File: src/rtl/fetch_sp_pkg.sv
// Shared types and constants for the S'/S block transfer engines that sit
// between the SRAM controller and the IDCT datapath.
package fetch_sp_pkg;

    typedef enum logic [2:0] {
        ST_IDLE   = 3'd0,
        ST_ISSUE  = 3'd1,
        ST_DRAIN1 = 3'd2,
        ST_DRAIN2 = 3'd3,
        ST_DONE   = 3'd4
    } xfer_state_e;

    // Segment select: Y_finished = 0 addresses luma, 1 addresses chroma.
    typedef enum logic {
        SEG_Y  = 1'b0,
        SEG_UV = 1'b1
    } seg_e;

    localparam logic [17:0] SP_BASE   = 18'd76800;
    localparam logic [17:0] UV_OFFSET = 18'd76800;

    // Row strides as shift pairs: 320 = 256 + 64, 160 = 128 + 32.
    localparam int Y_SH_HI  = 8;
    localparam int Y_SH_LO  = 6;
    localparam int UV_SH_HI = 7;
    localparam int UV_SH_LO = 5;

    localparam logic [5:0] LAST_IDX = 6'd63;

    function automatic logic [31:0] sext16(input logic [15:0] d);
        return {{16{d[15]}}, d};
    endfunction

endpackage

File: src/rtl/fetch_sp_addr_gen.sv
// Combinational SRAM word address for one coefficient of an 8x8 block:
// segment base + (row + row_init) * stride + col + col_init, modulo 2^18.
module fetch_sp_addr_gen
    import fetch_sp_pkg::*;
(
    input  logic [2:0]  ra_i,
    input  logic [2:0]  ca_i,
    input  logic [8:0]  ra_init_i,
    input  logic [8:0]  ca_init_i,
    input  logic        seg_i,
    output logic [17:0] addr_o
);

    logic [17:0] row;
    logic [17:0] col;
    logic [17:0] row_off;
    logic [17:0] base;

    // NOTE: every signal driven here gets a value on every path, so no latch can be inferred.
    always_comb begin
        row = {9'd0, ra_init_i} + {15'd0, ra_i};
        col = {9'd0, ca_init_i} + {15'd0, ca_i};
        if (seg_i == SEG_UV) begin
            row_off = (row << UV_SH_HI) + (row << UV_SH_LO);
            base    = SP_BASE + UV_OFFSET;
        end else begin
            row_off = (row << Y_SH_HI) + (row << Y_SH_LO);
            base    = SP_BASE;
        end
        addr_o = base + row_off + col;
    end

endmodule

File: src/rtl/fetch_sp_block.sv
// Fetches one 8x8 block of signed 16-bit S' coefficients from SRAM and writes
// them sign-extended into port A of the S' RAM; one pulse on finish per block.
module fetch_sp_block
    import fetch_sp_pkg::*;
(
    input  logic        Clock_50,
    input  logic        Resetn,
    output logic [17:0] SRAM_address,
    input  logic [15:0] SRAM_read_data,
    output logic        SRAM_we_n,
    output logic [6:0]  Address_Sp_a,
    output logic [31:0] Write_data_Sp_a,
    output logic        Write_en_Sp_a,
    input  logic [8:0]  RA_init,
    input  logic [8:0]  CA_init,
    input  logic        start,
    output logic        finish,
    input  logic        Y_finished
);

    xfer_state_e state_q;
    logic [5:0]  rd_cnt_q;
    logic [5:0]  wr_cnt_q;
    logic [1:0]  cap_pipe_q;
    logic [8:0]  ra_init_q;
    logic [8:0]  ca_init_q;
    seg_e        seg_q;
    logic [17:0] sram_addr_q;
    logic [6:0]  sp_addr_q;
    logic [31:0] sp_data_q;
    logic        sp_we_q;
    logic        finish_q;

    logic        launch;
    logic        issuing;
    logic [5:0]  idx_sel;
    logic [8:0]  ra_init_sel;
    logic [8:0]  ca_init_sel;
    logic        seg_sel;
    logic [17:0] addr_d;

    // On the launch edge the inits are not latched yet, so address 0 is
    // built from the live inputs; afterwards only the latched copies count.
    always_comb begin
        launch      = (state_q == ST_IDLE) && start;
        issuing     = launch || (state_q == ST_ISSUE);
        idx_sel     = rd_cnt_q;
        ra_init_sel = ra_init_q;
        ca_init_sel = ca_init_q;
        seg_sel     = seg_q;
        if (launch) begin
            idx_sel     = 6'd0;
            ra_init_sel = RA_init;
            ca_init_sel = CA_init;
            seg_sel     = Y_finished;
        end
    end

    fetch_sp_addr_gen u_addr_gen (
        .ra_i      (idx_sel[5:3]),
        .ca_i      (idx_sel[2:0]),
        .ra_init_i (ra_init_sel),
        .ca_init_i (ca_init_sel),
        .seg_i     (seg_sel),
        .addr_o    (addr_d)
    );

    // NOTE: sequential state uses non-blocking assignments so every register
    // samples pre-edge values regardless of statement order.
    always_ff @(posedge Clock_50 or negedge Resetn) begin
        if (!Resetn) begin
            state_q     <= ST_IDLE;
            rd_cnt_q    <= '0;
            wr_cnt_q    <= '0;
            cap_pipe_q  <= '0;
            ra_init_q   <= '0;
            ca_init_q   <= '0;
            seg_q       <= SEG_Y;
            sram_addr_q <= '0;
            sp_addr_q   <= '0;
            sp_data_q   <= '0;
            sp_we_q     <= 1'b0;
            finish_q    <= 1'b0;
        end else begin
            // Read data returns two edges after its address is issued.
            cap_pipe_q <= {cap_pipe_q[0], issuing};
            finish_q   <= 1'b0;

            if (issuing) begin
                sram_addr_q <= addr_d;
            end

            if (cap_pipe_q[1]) begin
                sp_addr_q <= {1'b0, wr_cnt_q};
                sp_data_q <= sext16(SRAM_read_data);
                sp_we_q   <= 1'b1;
                wr_cnt_q  <= wr_cnt_q + 6'd1;
            end

            unique case (state_q)
                ST_IDLE: begin
                    if (start) begin
                        ra_init_q <= RA_init;
                        ca_init_q <= CA_init;
                        seg_q     <= seg_e'(Y_finished);
                        rd_cnt_q  <= 6'd1;
                        state_q   <= ST_ISSUE;
                    end
                end
                ST_ISSUE: begin
                    rd_cnt_q <= rd_cnt_q + 6'd1;
                    if (rd_cnt_q == LAST_IDX) begin
                        state_q <= ST_DRAIN1;
                    end
                end
                ST_DRAIN1: state_q <= ST_DRAIN2;
                ST_DRAIN2: state_q <= ST_DONE;
                ST_DONE: begin
                    sp_we_q  <= 1'b0;
                    finish_q <= 1'b1;
                    state_q  <= ST_IDLE;
                end
                default: state_q <= ST_IDLE;
            endcase
        end
    end

    assign SRAM_address    = sram_addr_q;
    assign SRAM_we_n       = 1'b1;
    assign Address_Sp_a    = sp_addr_q;
    assign Write_data_Sp_a = sp_data_q;
    assign Write_en_Sp_a   = sp_we_q;
    assign finish          = finish_q;

endmodule

File: config.mk
export PLATFORM = sky130hd
export DESIGN_NAME = fetch_sp_block
export DESIGN_NICKNAME = d
export VERILOG_FILES = /design/src/rtl/fetch_sp_pkg.sv /design/src/rtl/fetch_sp_addr_gen.sv /design/src/rtl/fetch_sp_block.sv
export SDC_FILE = /design/constraint.sdc
export NUM_CORES = 1
export LEC_CHECK = 0
export BUFFER_PORTS_ARGS = -buffer_cell sky130_fd_sc_hd__buf_4
export CAP_MARGIN = 40
export CORE_AREA = 3 3 135 85
export CTS_CLUSTER_SIZE = 12
export DETAILED_ROUTE_END_ITERATION = 8
export DIE_AREA = 0 0 138 88
export PLACE_DENSITY = 0.72
export SYNTH_ARGS = -nofsm -noshare
export SYNTH_HDL_FRONTEND = slang
export SYNTH_SLANG_ARGS = --single-unit
File: constraint.sdc
create_clock -name Clock_50 -period 6.2 [get_ports Clock_50]
set_input_delay 1.24 -clock Clock_50 [delete_from_list [all_inputs] [get_ports Clock_50]]
set_output_delay 1.24 -clock Clock_50 [all_outputs]
set_load 0.02 [all_outputs]
# After elaboration in Yosys (flattened, before gate mapping)
# Cells that the tools add are included.
# word_totals
inputBits	38
out_inout_bits	60
register_bits	78
# op_classes
addsub	8
n_mux	14
eq_ne	7
reduce_logical	8
# ops
cell	count
18-bit adder	4
18-bit two-way mux	2
9-bit by 3-bit adder with 10-bit output	2
9-bit two-way mux	2
6-bit by 1-bit adder with 6-bit output, second input constant	2
6-bit two-way mux	2
3-bit one-hot mux with 4 select lines	1
6-bit one-hot mux with 2 select lines	1
3-bit by 2-bit == test with 1-bit output, second input constant	2
6-bit == test, second input constant	1
3-bit two-way mux	2
2-bit AND reduction	3
1-bit two-way mux	4
2-bit nonzero test	2
3-bit by 1-bit == test with 1-bit output, second input constant	1
3-bit == test, second input constant	1
3-bit zero test	1
2-bit by 1-bit inequality test with 1-bit output, second input constant	1
2-bit inequality test, second input constant	1
1-bit logical AND	1
1-bit logical OR	1

# Longest topological paths before layout
# logic_depth
depth_word	8
ltp_mapped	28
ltp_nobuf	25

# By module
# Synthesis repeated with hierarchy kept, for this count alone.
# unflattened
cells_unflattened	477
area_unflattened_um2	5118.7
# modules_own_cells
module	area_each_um2	n_inst	seq_area_each_um2	cells_per_inst
fetch_sp_block	3417.0	1	1951.9	241
fetch_sp_addr_gen	1701.6	1	0.0	236

# Least setup slack after synthesis
# No wires, ideal clock.
# synth_timing
path_type	input -> register
startpoint	in start
endpoint	reg sram_addr_q[17], in the netlist SRAM_address[17]
required_time_ns	6.078
slack_ns	-0.342
setup_ns	0.122
arrival_time_ns	6.421
path_stages	21
n_path_buf	4
cell_sequence	or4b_1 > buf_2 > buf_1 > clkbuf_1 > and2_1 > ha_1 > a21oi_1 > and2_1 > clkbuf_1 > xnor2_1 > xnor2_1 > ha_1 > o41ai_1 > o21ai_0 > ha_1 > a21oi_1 > o21a_1 > a2111oi_2 > o221a_1 > mux2_1 > a32o_1
# synth_via
elab_chain_len	7
word_cells_on_any_way	14
classes_between	add/sub: 6; mux: 6; reduce/logical: 2
# synth_rtl
element	line	source
start, declared	fetch_sp_block.sv:16	input logic start,
1-bit logical AND (*)	fetch_sp_block.sv:45	launch = (state_q == ST_IDLE) && start;
9-bit two-way mux or 6-bit two-way mux (tied branches)	fetch_sp_block.sv:51	if (launch) begin
9-bit by 3-bit adder with 10-bit output	fetch_sp_addr_gen.sv:21	row = {9'd0, ra_init_i} + {15'd0, ra_i};
18-bit adder, on equally long branches	fetch_sp_addr_gen.sv:24, fetch_sp_addr_gen.sv:27	
18-bit two-way mux	fetch_sp_addr_gen.sv:23	if (seg_i == SEG_UV) begin
18-bit adder (2 in series)	fetch_sp_addr_gen.sv:30	addr_o = base + row_off + col;
end signal, assigned	fetch_sp_block.sv:90	sram_addr_q <= addr_d;
end, declared	fetch_sp_block.sv:28	logic [17:0] sram_addr_q;
# Mark *: on every way between the ends. The rest lies on a longest branch, timed or not.
# A chain may end at the register's enable or synchronous reset.

# Final worst setup path
# Ends and elaborated chain as after synthesis.

==> results_dict.tcl <==
set metrics [dict create \
    status "finished, final reports clean" \
    totalWireLength_um 10600 \
    nets 654 \
    yosys.area.top_type_share_pct 40.5 \
    finalHoldViolCount 0 \
    criticalPathCategory "input pin to flip-flop" \
    path_common_cell "inv_1" \
    cp-end-kind "flip-flop" \
    cp.arrival_ps 5960 \
    synth_ff_type "dfrtp_1" \
    rows 29 \
    clkTransAtPathRegs_ps 60 \
    pre_cts_slack_ps 11.5 \
    track_usage_pct 18.4 \
    crit_required_ps 6430 \
    grt_start_max_net_pins 68 \
    io-pin-count 98 \
    initial_core_util_pct 46.5 \
    setup_viol 0 \
    synth_compound_area_share_pct 11.9 \
    worst_slew_pin_slew_ps 682 \
    hp-class "flip-flop to flip-flop" \
    dp_hpwl_um 8260 \
    tns_ps 0 \
    clkLatencyLatePin_ps 340 \
    syn_to_final_growth_pct 24.1 \
    synth_edf_count 0 \
    reg2reg_to "SRAM_address[17]$_DFFE_PN0P_" \
    post-cts-setup-buffers 0 \
    final_util_pct 57.7 \
    num_vias 3705 \
    r2r_start "state_q[1]$_DFFE_PN0P_" \
    ys_seq_elements 78 \
    htreeDepth 3 \
    drive_gt1_share_pct 29.0 \
    worstRegToRegCells 24 \
    clock_path_buffers 2 \
    ys_top_cells_by_area "dfrtp_1 40%, nand2_1 6.1%, xnor2_1 5.6%" \
    ys_seq_area_share_pct 40.5 \
    period_needed_ps 5730 \
    grt_pass1_vias 3648 \
    cts_tree "built" \
    yosys.area.top_type "dfrtp_1" \
    grt_overflow_total 0 \
    yosysWarnings 0 \
    antenna_found_initial 0 \
    synthXorXnorAreaFrac_pct 7.76 \
    worstSetupStartpointType "input pin" \
    setup_slack_ps 468 \
    cp-startpoint "start" \
    num-fill-cells 916 \
    diodes 0 \
    syn_inst 507 \
    cap_violations 0 \
    place_congestion 0.873 \
    drv_slew 0 \
    max_stage_delay_ps 500 \
    drc 0 \
    yosysUniqueCellTypes 64 \
    fmax_mhz 174 \
    rsz0062_at_grt "no" \
    crit_family "simple AND/OR/NAND/NOR gates" \
    synth_top_family_by_area "simple AND/OR/NAND/NOR gates" \
    cp.depth 25 \
    synthAdderAreaFrac_pct 6.69 \
    initialDrtViolationCount 160 \
    async_reset_ff_share_pct 100 \
    design.core.area_sq_um 10400 \
    vias_per_cell 5.03 \
    critPathCapture "SRAM_address[17]$_DFFE_PN0P_" \
    cts_made_buffers 9 \
    syn_nets 569 \
    first_pass_iters 4 \
    postRouteAntennaNets 0 \
    post_drt_wl_per_cell_um 14.5 \
    grt_pass1_wl_um 18100 \
    finalCritPeriodShare_pct 92.5 \
    synth_top_cells_by_count "78 x dfrtp_1, 78 x nand2_1, 36 x nor2_1" \
    muxShareOfSynthArea_pct 8.82 \
    cts_root_buf "clkbuf_16" \
    synth-simple-area-share_pct 18.1 \
    avgSynthCellArea_sq_um 9.51 \
    maxSlewHeadroom_pct 54.5 \
    rrSetupSlack_ps 880 \
    cts-hold-fix-buffers 0 \
    cts-resized-gates 0 \
    io_buffers 95 \
    cp_num_buf_inv 5 \
    dieArea_sq_um 12100 \
    fp.dieH_um 88 \
    die_w_um 138 \
    cp_max_fo 14 \
    worst_path_max_delay_cell "or4b_4" \
    syn-cell-area_sq_um 4820 \
    cts.sinks 78 \
    fin_skew_ps 4.95 \
]
## cell usage in the layout (no fill, tap or decap), types with 4 or more instances in the layout
cell type and instances:
xor2_1 8, nor2_1 36, buf_4 109, inv_1 22
mux2_2 24, ha_1 21, nor2b_1 5, nor3_1 10
nand3_1 12, dfrtp_1 78, a211oi_1 4, mux2i_1 13
nand4_1 5, and3_1 4, and2_1 11, nand2b_1 4
o21ai_0 21, nand2_1 78, xnor2_1 31, o21a_1 4
a21oi_1 23, clkbuf_16 9
## cells by family after synthesis
family                   after synthesis
AND/OR/NAND/NOR                      181
AO/OA/AOI/OAI                         83
flip-flops                            78
buffers and inverters                 59
XOR/XNOR                              41
multiplexers                          39
adder cells (fa/ha/maj)               24
other                                  2
## layout make-up
class	instances	area [sq um]	share of cell area (%)
clock buffers	9	225	3.76
clock inverters	7	80.1	1.34
inverters	23	86.3	1.44
multi-input cells	370	2620	43.8
flip-flops and latches	78	1950	32.6
well taps	139	174	2.91
repair buffers	110	846	14.1
## per-stage QoR
| stage | std cells | instance area, sq um | hold slack [ps] |
|---|---|---|---|
| floorplan | 507 | 4850 | 331 |
| global placement | 719 | 5640 | 334 |
| detailed placement | 720 | 5660 | 339 |
| CTS | 736 | 5970 | 353 |
| global route | 736 | 5980 | 354 |
| finish | 736 | 5980 | 350 |
## worst register-to-register path: stages, from the launching register on
cell and delay, ps:
dfrtp_1 470, or4b_4 620, buf_4 220, and2_1 180, inv_1 80, fa_1 210
inv_1 50, a21oi_1 130, nor2_1 70, xnor2_1 250, ha_1 360, nand2b_1 180
a211oi_2 110, nor4_4 330, o211ai_1 170, a31oi_1 230, xnor2_1 180, nand2_1 80
nand2_1 70, ha_1 220, inv_1 80, o21ai_0 100, o221a_1 240, mux2_1 330
a32o_1 240
## worst min-delay path by stage
stage | startpoint | to | slack [ps] | cells past startpoint
after floorplan | cap_pipe_q[0]$_DFF_PN0_ | cap_pipe_q[1]$_DFF_PN0_ | 330 | 0
after global placement | cap_pipe_q[0]$_DFF_PN0_ | cap_pipe_q[1]$_DFF_PN0_ | 330 | 0
after detailed placement | cap_pipe_q[0]$_DFF_PN0_ | cap_pipe_q[1]$_DFF_PN0_ | 340 | 0
after CTS | cap_pipe_q[0]$_DFF_PN0_ | cap_pipe_q[1]$_DFF_PN0_ | 350 | 0
after global routing | cap_pipe_q[0]$_DFF_PN0_ | cap_pipe_q[1]$_DFF_PN0_ | 350 | 0
final | cap_pipe_q[0]$_DFF_PN0_ | cap_pipe_q[1]$_DFF_PN0_ | 350 | 0
## flip-flops by register name (all words and copies together), names as in the netlist
register,flops
wr_cnt_q,6
cap_pipe_q,2
state_q,3
ra_init_q,9
Write_data_Sp_a,16
rd_cnt_q,6
seg_q,1
SRAM_address,18
finish,1
ca_init_q,9
Address_Sp_a,6
Write_en_Sp_a,1
## per-layer routing
metal / vias up / GRT usage, % / wire length [um]
met1: 1723 / 26.6 / 5540
met5: - / 0 / 0
met3: 4 / 6.00 / 621
met4: 0 / 4.13 / 38
li1: 1885 / - / -
met2: 93 / 26.9 / 4450
Power is left out: the tool's default activity adds up to more than one toggle a clock period on the data nets, which glitch-free logic cannot reach.
